===== config.mk =====
export PLATFORM = sky130hd
export DESIGN_NAME = alu_arith_serial
export DESIGN_NICKNAME = d
export VERILOG_FILES = /design/src/rtl/gumnut_alu_pkg.sv /design/src/rtl/adder_slice.sv /design/src/rtl/alu_arith_serial.sv
export SDC_FILE = /design/constraint.sdc
export NUM_CORES = 1
export LEC_CHECK = 0
export ABC_AREA = 1
export CAP_MARGIN = 10
export CELL_PAD_IN_SITES_DETAIL_PLACEMENT = 0
export CELL_PAD_IN_SITES_GLOBAL_PLACEMENT = 1
export CORE_UTILIZATION = 40
export DETAILED_ROUTE_END_ITERATION = 8
export DONT_BUFFER_PORTS = 1
export PLACE_DENSITY_LB_ADDON = 0.1
export SETUP_SLACK_MARGIN = 0.3
export SYNTH_ARGS = -nofsm -noshare
export SYNTH_HDL_FRONTEND = slang
export SYNTH_SLANG_ARGS = --single-unit

===== constraint.sdc =====
create_clock -name clk_i -period 2.65 [get_ports clk_i]
set_input_delay 0.53 -clock clk_i [delete_from_list [all_inputs] [get_ports clk_i]]
set_output_delay 0.53 -clock clk_i [all_outputs]
set_load 0.03 [all_outputs]

===== src/rtl/gumnut_alu_pkg.sv =====
// Shared ALU definitions for the Gumnut datapath.
// Holds the ALUOp encodings and the serial ALU state type.
package gumnut_alu_pkg;

    localparam logic [1:0] ALU_ADD  = 2'b00;
    localparam logic [1:0] ALU_ADDC = 2'b01;
    localparam logic [1:0] ALU_SUB  = 2'b10;
    localparam logic [1:0] ALU_SUBC = 2'b11;

    typedef enum logic [1:0] {
        ST_IDLE,
        ST_RUN,
        ST_DONE
    } alu_state_t;

    // Initial carry into slice 0 for each operation.
    function automatic logic op_cin(input logic [1:0] op, input logic c);
        logic r;
        r = 1'b0;
        unique case (op)
            ALU_ADD:  r = 1'b0;
            ALU_ADDC: r = c;
            ALU_SUB:  r = 1'b1;
            ALU_SUBC: r = ~c;
            default:  r = 1'b0;
        endcase
        return r;
    endfunction

endpackage


===== src/rtl/adder_slice.sv =====
// W-bit ripple adder slice with carry-out and carry into the MSB.
// The MSB carry-in lets the top level derive signed overflow.
module adder_slice #(
    parameter int W = 4
) (
    input  logic [W-1:0] a,
    input  logic [W-1:0] b,
    input  logic         cin,
    output logic [W-1:0] sum,
    output logic         cout,
    output logic         c_msb_in
);

    assign {cout, sum} = {1'b0, a} + {1'b0, b} + {{W{1'b0}}, cin};

    generate
        if (W == 1) begin : g_one
            assign c_msb_in = cin;
        end else begin : g_multi
            logic [W-1:0] low;
            assign low = {1'b0, a[W-2:0]}
                       + {1'b0, b[W-2:0]}
                       + {{(W-1){1'b0}}, cin};
            assign c_msb_in = low[W-1];
        end
    endgenerate

endmodule


===== src/rtl/alu_arith_serial.sv =====
// Multi-cycle ADD/ADDC/SUB/SUBC unit iterating a SLICE-bit adder.
// Operands and results move over valid/ready handshakes.
module alu_arith_serial
    import gumnut_alu_pkg::*;
#(
    parameter int WIDTH = 8,
    parameter int SLICE = 4
) (
    input  logic             clk_i,
    input  logic             rst_i,
    input  logic             in_valid_i,
    output logic             in_ready_o,
    input  logic [WIDTH-1:0] rs_i,
    input  logic [WIDTH-1:0] op2_i,
    input  logic [1:0]       ALUOp_i,
    input  logic             carry_i,
    output logic             out_valid_o,
    input  logic             out_ready_i,
    output logic [WIDTH-1:0] res_o,
    output logic             carry_o,
    output logic             zero_o,
    output logic             ovf_o
);

    localparam int N  = WIDTH / SLICE;
    localparam int CW = (N > 1) ? $clog2(N) : 1;
    localparam logic [CW-1:0] LAST = CW'(N - 1);

    generate
        if (WIDTH % SLICE != 0) begin : g_bad_slice
            $error("alu_arith_serial: WIDTH must be a multiple of SLICE");
        end
    endgenerate

    alu_state_t state;
    alu_state_t state_nx;

    logic [CW-1:0]    cnt;
    logic [WIDTH-1:0] a_q;
    logic [WIDTH-1:0] b_q;
    logic [WIDTH-1:0] work_q;
    logic             carry_q;
    logic             sub_q;

    logic [WIDTH-1:0] res_q;
    logic             c_q;
    logic             z_q;
    logic             v_q;

    logic             accept;
    logic             last;

    logic [SLICE-1:0] sum;
    logic             cout;
    logic             c_msb;
    logic [WIDTH-1:0] res_nx;

    adder_slice #(
        .W(SLICE)
    ) u_slice (
        .a        (a_q[SLICE-1:0]),
        .b        (b_q[SLICE-1:0]),
        .cin      (carry_q),
        .sum      (sum),
        .cout     (cout),
        .c_msb_in (c_msb)
    );

    // Slices enter at the top and shift down; after N steps work is the result.
    assign res_nx = (work_q >> SLICE) | (WIDTH'(sum) << (WIDTH - SLICE));
    assign last   = (cnt == LAST);
    assign accept = in_valid_i & in_ready_o;

    always_ff @(posedge clk_i) begin
        if (rst_i) begin
            state <= ST_IDLE;
        end else begin
            state <= state_nx;
        end
    end

    always_comb begin
        state_nx    = state;
        in_ready_o  = 1'b0;
        out_valid_o = 1'b0;
        unique case (state)
            ST_IDLE: begin
                in_ready_o = 1'b1;
                if (in_valid_i) state_nx = ST_RUN;
            end
            ST_RUN: begin
                if (last) state_nx = ST_DONE;
            end
            ST_DONE: begin
                out_valid_o = 1'b1;
                in_ready_o  = out_ready_i;
                if (out_ready_i) begin
                    state_nx = in_valid_i ? ST_RUN : ST_IDLE;
                end
            end
            default: state_nx = ST_IDLE;
        endcase
    end

    always_ff @(posedge clk_i) begin
        if (rst_i) begin
            cnt     <= '0;
            a_q     <= '0;
            b_q     <= '0;
            work_q  <= '0;
            carry_q <= 1'b0;
            sub_q   <= 1'b0;
            res_q   <= '0;
            c_q     <= 1'b0;
            z_q     <= 1'b0;
            v_q     <= 1'b0;
        end else if (accept) begin
            cnt     <= '0;
            a_q     <= rs_i;
            b_q     <= ALUOp_i[1] ? ~op2_i : op2_i;
            carry_q <= op_cin(ALUOp_i, carry_i);
            sub_q   <= ALUOp_i[1];
            work_q  <= '0;
        end else if (state == ST_RUN) begin
            cnt     <= cnt + CW'(1);
            a_q     <= a_q >> SLICE;
            b_q     <= b_q >> SLICE;
            carry_q <= cout;
            work_q  <= res_nx;
            if (last) begin
                // Publish only on the final slice so outputs stay put elsewhere.
                res_q <= res_nx;
                c_q   <= cout ^ sub_q;
                z_q   <= (res_nx == '0);
                v_q   <= c_msb ^ cout;
            end
        end
    end

    assign res_o   = res_q;
    assign carry_o = c_q;
    assign zero_o  = z_q;
    assign ovf_o   = v_q;

endmodule

### Word level (Yosys, flattened, before mapping)

Index checks and enable logic that the tools add are counted.

| word-level totals | value |
|---|---|
| register bits | 40 |
| input port bits | 23 |
| word-level logic and storage cells | 53 |
| output and inout port bits | 13 |

| operators by class | value |
|---|---|
| reductions and logical operators | 7 |
| $add $sub $neg | 5 |
| eq/ne operators | 8 |
| multiplexer cells | 15 |
| bitwise operators | 7 |

Operators with widths:

| operator | number |
|---|---|
| 8-bit two-way mux | 5 |
| 8-bit logical NOT | 1 |
| 8-bit NOT | 1 |
| 4-bit by 8-bit bitwise OR with 8-bit output | 1 |
| 2-bit == test (second input constant) | 3 |
| 2-bit two-way mux | 3 |
| 2-bit != test (second input constant) | 3 |
| 2-bit case mux with 3 select lines | 1 |
| 3-bit AND reduction | 2 |
| 4-bit by 4-bit adder with 5-bit output | 1 |
| 5-bit by 1-bit adder with 5-bit output | 1 |
| 3-bit by 3-bit adder with 4-bit output | 1 |
| 4-bit by 1-bit adder with 4-bit output | 1 |
| 2-bit by 1-bit == test with 1-bit output (second input constant) | 2 |
| 2-bit logical NOT | 2 |
| 1-bit two-way mux | 4 |
| 1-bit case mux with 4 select lines | 1 |
| 1-bit NOT | 2 |
| 1-bit case mux with 2 select lines | 1 |
| 2-bit nonzero test | 1 |
| 2-bit OR reduction | 1 |
| 1-bit XOR | 2 |
| 1-bit adder (second input constant) | 1 |
| 1-bit AND | 1 |

### Logic depth before layout (Yosys ltp)

Gate-level depths: netlist of the first run.

| depth | value |
|---|---|
| word-level depth | 5 |
| mapped depth | 9 |
| gate-level depth less buffers | 9 |

### Hierarchy

From an unflattened synthesis of the first run, not the netlist that was laid out.

| second synthesis, totals | value |
|---|---|
| cell total of the unflattened synthesis | 243 |
| area, all modules | 1,757.9 sq um |

Modules (own cells, without submodules):

| module | cells each | times used | area each (sq um) | seq. area each (sq um) |
|---|---|---|---|---|
| alu_arith_serial | 213 | 1 | 1,574.0 | 720.7 |
| adder_slice | 30 | 1 | 183.9 | 0.0 |

### Least setup slack after synthesis of the first run

Ideal clock, no wire load.

| timing | value |
|---|---|
| path type | input to register |
| start point | input out_ready_i |
| end point | register a_q[2] |
| path buffers | 1 |
| stages | 8 |
| required time | 2.522 ns |
| library setup time | 0.128 ns |
| path slack | 0.822 ns |
| arrival | 1.700 ns |
| cells stage by stage | inv_1 > a21oi_1 > nand2_1 > nand2_2 > inv_2 > buf_6 > a21oi_2 > nor2_1 |

| on the way | value |
|---|---|
| longest elaborated chain between the ends | 3 |
| elaborated cells between the ends (all ways) | 4 |
| those cells by class | 2 x mux; 1 x bitwise; 1 x reduce/logical |

RTL lines:

| element | line | text |
|---|---|---|
| start, declared | alu_arith_serial.sv:18 | `input logic out_ready_i,` |
| 1-bit case mux with 2 select lines (*) | alu_arith_serial.sv:86 | `unique case (state)` |
| net in_ready_o | alu_arith_serial.sv:12 | `output logic in_ready_o,` |
| 1-bit AND (*) | alu_arith_serial.sv:72 | `assign accept = in_valid_i & in_ready_o;` |
| 8-bit two-way mux or 2-bit nonzero test (tied branches) | - |  |
| end signal, assigned | alu_arith_serial.sv:119 | `a_q <= rs_i;` |
| end signal, assigned | alu_arith_serial.sv:126 | `a_q <= a_q >> SLICE;` |
| end, declared | alu_arith_serial.sv:39 | `logic [WIDTH-1:0] a_q;` |

The timed path passes the listed nets; every way through them passes the cells marked *.
A chain may end at the register's enable or synchronous reset.

### Worst setup path in the final report of the first run

| timing | value |
|---|---|
| start point | register a_q[0] |
| end point | register z_q (netlist: zero_o) |

| on the way | value |
|---|---|
| longest elaborated chain between the ends | 4 |

RTL lines:

| element | line | text |
|---|---|---|
| 4-bit by 4-bit adder with 5-bit output | adder_slice.sv:14 | `assign {cout, sum} = {1'b0, a} + {1'b0, b} + {{W{1'b0}}, cin};` |
| 5-bit by 1-bit adder with 5-bit output | adder_slice.sv:14 |  |
| 4-bit by 8-bit bitwise OR with 8-bit output | alu_arith_serial.sv:70 | `assign res_nx = (work_q >> SLICE) \| (WIDTH'(sum) << (WIDTH - SLICE));` |
| net res_nx[5] | alu_arith_serial.sv:56 | `logic [WIDTH-1:0] res_nx;` |
| 8-bit logical NOT | alu_arith_serial.sv:134 | `z_q <= (res_nx == '0);` |
| end signal, assigned | alu_arith_serial.sv:134 |  |
| end, declared | alu_arith_serial.sv:47 | `logic z_q;` |

The timed path passes the listed nets, and every way through them passes these cells.

==> impl_results.md, run 1 <==
* Starting DRT DRC Count at 44
* Via density at 4.98
* Share of cells above drive strength 1 at 0.0793
* Final nets at 254
* Gp weighted congestion at 0.862
* Vias in the first global route at 1342
* Core Footprint at 4000 um2
* Final clock skew at 0.00396 ns
* Synth area leader: dfxtp_1
* N_diodes at 0
* Skew-Pair Late Insertion Delay at 0.29 ns
* Crit end category: flop
* Sink Count at 36
* Die area at 4460 um2
* Final period util at 0.695
* Critical path required time at 2.88 ns
* Num rows at 23
* Ys flop type: dfxtp_1
* Num CTS Buffers at 5
* Peak VDD IR at 0.293 mV
* Post-DP HPWL at 2410 um
* Post-CTS Resized at 0
* Setup CP Type: flop to flop
* Final setup fails at 0
* Post-route DRC at 0
* CP Data Arrival Time at 2.07 ns
* Fillers at 430
* Tot Pwr at 0.00123 W
* Unrepaired setup endpoints after global routing: no
* Slew Viols, Final at 0
* Yosys cell types at 23
* Syn Nets at 255
* Max-cap violations at 0
* Setup TNS at 0 ns
* Post-synth ARST share at 0
* Drt total wl at 3390 um
* Wire per inst at 12.2 um
* Fin. Hold Viols at 0
* Synth top cells by count: nand2_1, dfxtp_1, a21oi_1, nor2_1, inv_1
* Die H at 66.8 um
* Crit start category: flop
* TritonCTS clock tree: yes
* Register area share after synthesis at 0.430
* Total GRT Usage at 0.177
* ANT nets after route at 0
* Fin crit period at 1.84 ns
* Pre-antenna DRT Iters at 4
* Count leader, synth: nand2_1
* Global-route wire length before repair at 5750 um
* Area grow syn2layout at 7.01%
* Clk root buf: clkbuf_8
* Hold Crit Class: input pin to flop
* P_leak at 0.782 nW
* Yosys top cell area share at 0.430
* Grt ovf at 0
* Initial antenna violation count at 0
* Top Ports at 36
* Die X at 66.8 um
* Post-CTS Hold Buffers at 0
* CP max FO at 3
* Routed vias at 1379
* H-tree depth at 2
* Worst hold slack at 0.301 ns
* P per Cell Area at 686 nW/um2
* Synthesized area per cell at 7.39 um2
* Dominant cells by area after synthesis: dfxtp_1, nand2_1, a21oi_1
* Cells after synthesis at 227
* Starting Density at 0.419
* Placement Cell Area at 1690 um2
* Synth warnings at 0
* Outcome: completed
* Maximum clock path buffer count at 2
* Post-route cell area at 1800 um2
* Clock-pin slew on the worst setup and hold paths at 0.07 ns
* IO buf count at 0
* Worst rel slew slack at 0.606
* Post-synth EDFFs at 0
* Post-CTS setup buffers at 0
* Yosys reg bits at 36
* Mapped Area at 1680 um2
* Fmax at 543 MHz
* Largest net degree at the start of global routing at 21
* Tightest Pin Transition at 0.589 ns
==> final timing paths <==
kind / to / slack, ns / startpoint / cells after the start
worst max register to register: zero_o$_SDFFE_PP0P_ / 0.81 / a_q[0]$_SDFFE_PP0P_ / 7
worst min register to register: a_q[4]$_SDFFE_PP0P_ / 0.46 / a_q[4]$_SDFFE_PP0P_ / 2
worst min-delay path: res_o[6]$_SDFFE_PP0P_ / 0.30 / rst_i / 1
worst max-delay path: zero_o$_SDFFE_PP0P_ / 0.81 / a_q[0]$_SDFFE_PP0P_ / 7
==> area by class of cell <==
type | count | area [um2] | share of cell area
clock buffer | 6 | 72.6 | 0.0404
clock inverter | 2 | 35.0 | 0.0195
inverter | 18 | 67.6 | 0.0376
multi-input combinational | 163 | 822 | 0.458
sequential | 36 | 721 | 0.401
tap | 50 | 62.6 | 0.0348
timing repair buffer | 2 | 15.0 | 0.00836
==> logic make-up after synthesis <==
family                   Yosys count  share of synthesized area
XOR/XNOR                          10                     0.0522
adder cells (fa/ha/maj)            5                     0.0462
flip-flops                        36                      0.430
AND/OR/NAND/NOR                  106                      0.255
AO/OA/AOI/OAI                     42                      0.136
buffers and inverters             28                     0.0805
==> through the flow <==
step,util,setup WS [ns],instances
final,0.449,0.809,277
after detailed placement,0.422,0.817,269
after global routing,0.449,0.682,277
after global placement,0.422,0.850,269
after CTS,0.449,0.798,277
after floorplan,-,0.822,227
==> registers in the layout, indices dropped and copies added, names as in the netlist <==
name	cells
state	2
ovf_o	1
a_q	8
sub_q	1
b_q	8
res_o	8
zero_o	1
work_q	4
carry_o	1
carry_q	1
cnt	1
==> critical path: stages, from the launching register on <==
cell and delay (ns):
dfxtp_1 0.33, fa_1 0.46, fa_1 0.49, nor2_1 0.13, nand3_1 0.07, nor2_1 0.09
nand3_1 0.08, a21oi_1 0.12
==> layer usage <==
| layer | global-route usage | vias to the layer above | part of all wire |
|---|---|---|---|
| met5 | 0 | - | 0 |
| met4 | 0.0824 | 0 | 0.020 |
| met3 | 0.0565 | 5 | 0.040 |
| met2 | 0.327 | 29 | 0.49 |
| met1 | 0.177 | 632 | 0.45 |
| li1 | - | 713 | - |
==> placed cells by master (no fill, tap or decap), drive strengths merged <==
| master | instances |
|---|---|
| xnor2 | 1 |
| ha | 3 |
| nor2 | 23 |
| inv | 18 |
| clkbuf | 6 |
| a21oi | 26 |
| o21a | 2 |
| nand4 | 1 |
| clkinv | 1 |
| a31oi | 3 |
| o21ai | 10 |
| nand3 | 8 |
| xor2 | 9 |
| bufinv | 1 |
| buf | 2 |
| fa | 2 |
| o211ai | 1 |
| dfxtp | 36 |
| nand2 | 74 |
==> report_power, final <==
| group | internal [W] | switching (W) |
|---|---|---|
| Clock | 0.000279 | 0.000193 |
| Combinational | 0.0000590 | 0.000102 |
| Sequential | 0.000571 | 0.0000279 |
| Total | 0.000910 | 0.000323 |
No activity file was read; power rests on OpenSTA's default activity.
==> run 2: changes to the inputs <==
==> constraint.sdc (replaced) <==
create_clock -name clk_i -period 1.65 [get_ports clk_i]
set_input_delay 0.33 -clock clk_i [delete_from_list [all_inputs] [get_ports clk_i]]
set_output_delay 0.33 -clock clk_i [all_outputs]
set_load 0.03 [all_outputs]
==> run 2 against run 1 <==
Against the previous run:
- the flow now finishes with violations (negative setup slack)
- sequential power up 62%
- sequential share of layout area down 3.7 points
- maximum frequency up 11%
- global-route usage up 0.78 points
- clock skew barely moved
- final cell count rose by 2.9%
- combinational power grew 110%
- cell area is 11% higher
- utilization up 5.1 points
- worst setup slack got worse by 0.82 ns
- largest cell class unchanged
==> impl_results.md, run 2 (synthesis results as in run 1) <==
* Outcome: complete, but fails checks
* Failing checks: negative setup slack
* Final period util at 1.01
* Most frequent cells in the layout: nand2_1, dfxtp_1, a21oi_1
* Reg area at 729 um2
* Starting DRT DRC Count at 62
* H-tree depth at 2
* Tightest Pin Transition at 0.382 ns
* Max-cap violations at 0
* Fillers at 402
* IO buf count at 0
* Total GRT Usage at 0.185
* Setup CP Type: flop to flop
* Most common cell after layout, fill and taps aside: nand2_1
* Worst rel slew slack at 0.745
* Max stage delay cell, worst path: fa_2
* Clk root buf: clkbuf_8
* CP max FO at 2
* Pint at 0.00139 W
* Initial antenna violation count at 0
* Worst flop-to-flop path endpoint: zero_o$_SDFFE_PP0P_
* Multi-input gate area at 951 um2
* Maximum clock path buffer count at 2
* CP Data Arrival Time at 1.88 ns
* Die area at 4460 um2
* Final setup fails at 2
* Post-route DRC at 0
* Top Ports at 36
* Clock share of power at 0.329
* Fin util at 0.500
* Skew-Pair Late Insertion Delay at 0.29 ns
* Core Footprint at 4000 um2
* Share of cells above drive strength 1 at 0.238
* Die X at 66.8 um
* Post-CTS Hold Buffers at 0
* Starting Density at 0.419
* Slew Viols, Final at 0
* Unrepaired setup endpoints after global routing: yes
* Largest net degree at the start of global routing at 21
* Crit end category: flop
* P_leak at 0.838 nW
* P per Cell Area at 969 nW/um2
* Global-route wire length before repair at 5930 um
* Crit start category: flop
* TritonCTS clock tree: yes
* Worst Hold Path EP: res_o[6]$_SDFFE_PP0P_
* Grt ovf at 0
* Sw power at 0.000543 W
* Final WS setup at -0.00858 ns
* Vias in the first global route at 1311
* ANT nets after route at 0
* Worst hold path cell count at 1
* Gp weighted congestion at 0.842
* Switch share at 0.280
* Combinational share of power at 0.171
* Peak VDD IR at 0.550 mV
* Fin crit period at 1.66 ns
* N_diodes at 0
* Wire per inst at 12.9 um
* Place WS at -0.0595 ns
* Worst r2r src: a_q[0]$_SDFFE_PP0P_
* Share of power burned in registers at 0.500
* Via density at 4.98
* Area grow syn2layout at 19.2%
* HP Start: rst_i
* Pre-antenna DRT Iters at 4
* Setup slack, reg-to-reg at -0.009 ns
* Post-DP HPWL at 2530 um
* Hold Crit Class: input pin to flop
* Fin. Hold Viols at 0
* Final nets at 262
* Routed vias at 1420
* Drt total wl at 3660 um
* Die H at 66.8 um
* Sink Count at 36
* Clock-pin slew on the worst setup and hold paths at 0.07 ns
* Reg2Reg Depth at 7
* Critical Path Max Stage Delay at 0.44 ns
* Critical path required time at 1.87 ns
* Num CTS Buffers at 5
* Num rows at 23
* Fmax at 603 MHz
* Final clock skew at 0.00399 ns
* Crit path cell chain: fa_2, fa_2, nor2_2, nand3_1, nor2_1, nand3_1, a21oi_1
run 2: worst max-delay path, delay by kind of cell, from the launching register on:
family	cells	cell delay, ns
compound gates	1	0.11
flops	1	0.33
simple gates	4	0.31
fa+ha+maj	2	0.84
run 2: stage by stage:
stage | instance area (um2) | power, W | instances | setup TNS, ns | hold slack [ns]
global route | 2000 | 0.00205 | 285 | -0.349 | 0.0780
global placement | 1740 | 0.00126 | 272 | -0.0438 | 0.403
CTS | 1910 | 0.00194 | 283 | -0.0267 | 0.0842
finish | 2000 | 0.00194 | 285 | -0.0148 | 0.0956
detailed placement | 1740 | 0.00127 | 272 | -0.134 | 0.403
floorplan | 1700 | 0.00122 | 227 | 0 | 0.439
run 2: area by class of cell:
cell class / instances / area share
clock buffer: 8 / 0.0450
timing repair buffer: 10 / 0.0475
sequential: 36 / 0.365
inverter: 18 / 0.0363
multi-input combinational: 163 / 0.475
tap: 50 / 0.0313
run 2: worst max path at each step:
stage                               startpoint                   to  depth (start not counted)  slack [ns]
after detailed placement  carry_q$_SDFFE_PP0P_   ovf_o$_SDFFE_PP0P_                          8       -0.06
after global placement    carry_q$_SDFFE_PP0P_  zero_o$_SDFFE_PP0P_                          7       -0.02
final                      a_q[0]$_SDFFE_PP0P_  zero_o$_SDFFE_PP0P_                          7      -0.009
after floorplan           carry_q$_SDFFE_PP0P_  zero_o$_SDFFE_PP0P_                          7        0.02
after global routing       a_q[0]$_SDFFE_PP0P_  zero_o$_SDFFE_PP0P_                          7       -0.13
after CTS                  a_q[0]$_SDFFE_PP0P_  zero_o$_SDFFE_PP0P_                          7       -0.03
run 2: power groups by stage:
stage / logic (W) / clock network [W] / registers (W)
after detailed placement: 0.000283 / 0 / 0.000985
after global routing: 0.000371 / 0.000703 / 0.000975
after global placement: 0.000274 / 0 / 0.000985
after floorplan: 0.000244 / 0 / 0.000977
after CTS: 0.000304 / 0.000670 / 0.000967
final: 0.000331 / 0.000637 / 0.000969
run 2: timing repair:
action / CTS / global route
buffers inserted: 3 / 2
pin swaps: 5 / 9
cloned: 0 / 0
resized for setup: 16 / 22
setup endpoints to repair: 27 / 26
run 2: metal layers:
layer / part of all wire / global-route usage
met3: 0.046 / 0.0616
met2: 0.50 / 0.326
met4: 0.019 / 0.0771
met1: 0.43 / 0.200
met5: 0 / 0
==> run 3: changes to the inputs <==
==> constraint.sdc (replaced) <==
create_clock -name clk_i -period 1.4 [get_ports clk_i]
set_input_delay 0.28 -clock clk_i [delete_from_list [all_inputs] [get_ports clk_i]]
set_output_delay 0.28 -clock clk_i [all_outputs]
set_load 0.03 [all_outputs]
==> run 3 against run 2 <==
Against the previous run:
- final cell count is 6.3% higher
- count of clock-buffer cells in the layout fell by 1
- the flow still finishes with violations (negative setup slack)
- clock power is 57% higher
- via count grew 8.7%
- critical path type unchanged
- worst setup slack worse by 0.32 ns
- combinational power increased by 82%
- sequential share of layout area shrank 6.5 points
- sequential power up 19%
==> impl_results.md, run 3 (synthesis results as in run 1) <==
* Num CTS Buffers at 5
* Bufs and invs on worst path at 2
* Starting DRT DRC Count at 49
* Critical path required time at 1.62 ns
* Reg area at 738 um2
* Core Footprint at 4000 um2
* Placed cells at 277
* Clk root buf: clkbuf_8
* Setup TNS at -1.88 ns
* Top Ports at 36
* Crit end category: flop
* Final setup fails at 9
* Place WS at -0.295 ns
* Num rows at 23
* Routed vias at 1544
* TritonCTS clock tree: yes
* Tightest Pin Transition at 0.374 ns
* Unrepaired setup endpoints after global routing: yes
* Fin. Hold Viols at 0
* Fin crit period at 1.73 ns
* Hold Crit Class: input pin to flop
* Setup CP Type: flop to flop
* CP max FO at 2
* Most Frequent Cell on Critical Path: fa_2
* Drt total wl at 4100 um
* Post-route insts no fill at 303
* Final WS setup at -0.334 ns
* Grt ovf at 0
* Worst rel slew slack at 0.750
* Initial antenna violation count at 0
* Clock-pin slew on the worst setup and hold paths at 0.07 ns
* Fillers at 352
* Die H at 66.8 um
* Via density at 5.10
* Skew-Pair Late Insertion Delay at 0.29 ns
* Slew Viols, Final at 0
* Pre-antenna DRT Iters at 4
* Critical Path Max Stage Delay at 0.55 ns
* Max-cap violations at 0
* Wire per inst at 13.5 um
* Starting Density at 0.419
* Crit start category: flop
* Share of cells above drive strength 1 at 0.482
* IO buf count at 0
* Total GRT Usage at 0.202
* Worst hold slack at 0.0403 ns
* Post-route DRC at 0
* ANT nets after route at 0
* Most common cell after layout, fill and taps aside: nand2_1
* Max stage delay cell, worst path: fa_2
* Fmax at 577 MHz
* Failing checks: negative setup slack
* Top delay family on crit path: adder cells
* Vias in the first global route at 1493
* Final clock skew at 0.00536 ns
* Post-CTS Hold Buffers at 0
* H-tree depth at 2
* Gp weighted congestion at 0.795
* N_diodes at 0
* Most frequent cells in the layout: nand2_1, dfxtp_1, nand2_2
* P_leak at 1.01 nW
* Fin util at 0.616
* Global-route wire length before repair at 6710 um
* P per Cell Area at 1120 nW/um2
* Multi-input gate area at 1120 um2
* Largest net degree at the start of global routing at 21
* Outcome: complete, but fails checks
* Area grow syn2layout at 46.9%
* Post-DP HPWL at 2510 um
* Peak VDD IR at 0.608 mV
* Die X at 66.8 um
* Final nets at 280
* Die area at 4460 um2
* Final period util at 1.24
* Sink Count at 36
* Crit path cell chain: fa_2, fa_2, buf_4, buf_6, nand2_1, a21oi_2
* Maximum clock path buffer count at 2
* CP Data Arrival Time at 1.95 ns
==> run 3: cell types whose count changed in the layout (fill, tap and decap cells not counted), moves of 3 or more <==
cell	previous run	this run
nand2_4	1	4
dfxtp_2	4	14
a21oi_2	4	15
nand2_1	65	48
buf_6	2	15
dfxtp_1	31	22
a21oi_1	21	9
o21ai_0	8	0
buf_12	1	4
nand2_2	8	20
nor2_4	4	7
o21ai_2	0	8
==> run 3: final cells by class <==
class,instances,area share
Clock buffer,7,0.0391
Clock inverter,1,0.0122
Inverter,18,0.0365
Multi-Input combinational cell,164,0.453
Sequential cell,36,0.299
Tap cell,50,0.0254
Timing Repair Buffer,25,0.126
Timing Repair inverter,2,0.00761
==> run 3: final timing paths <==
path	cells past startpoint	startpoint	slack [ns]	endpoint
worst max-delay path	6	a_q[0]$_SDFFE_PP0P_	-0.33	res_o[5]$_SDFFE_PP0P_
worst min register to register	2	a_q[5]$_SDFFE_PP0P_	0.45	a_q[5]$_SDFFE_PP0P_
worst min-delay path	1	rst_i	0.04	state[0]$_SDFFE_PP0P_
worst max register to register	6	a_q[0]$_SDFFE_PP0P_	-0.33	res_o[5]$_SDFFE_PP0P_
==> run 3: worst register-to-register path, stage by stage, from the launching register on <==
cell     delay [ns]
dfxtp_2        0.34
fa_2           0.40
fa_2           0.55
buf_4          0.11
buf_6          0.09
nand2_1        0.06
a21oi_2        0.13
==> run 3: per-stage QoR <==
step,area (um2),power [W]
4_1_cts,2250,0.00266
6_report,2460,0.00276
5_1_grt,2460,0.00290
3_3_place_gp,1800,0.00151
3_5_place_dp,1800,0.00152
2_1_floorplan,1740,0.00146
==> run 3: routing by layer <==
| metal | global-route usage | routed length [um] |
|---|---|---|
| met1 | 0.218 | 1680 |
| met2 | 0.374 | 2160 |
| met3 | 0.0582 | 177 |
| met4 | 0.0638 | 84 |
| met5 | 0 | 0 |
==> run 3: repair_timing <==
| action | in CTS | in global routing |
|---|---|---|
| hold endpoints to repair | 0 | 0 |
| setup endpoints to repair | 38 | 47 |
| pin swaps | 19 | 18 |
| setup buffers | 9 | 5 |
| resized for setup | 67 | 46 |
| cloned | 2 | 2 |
==> run 3: report_power, final <==
| part | switching, W | internal (W) |
|---|---|---|
| Clock | 0.000373 | 0.000628 |
| Combinational | 0.000310 | 0.000292 |
| Sequential | 0.0000685 | 0.00108 |
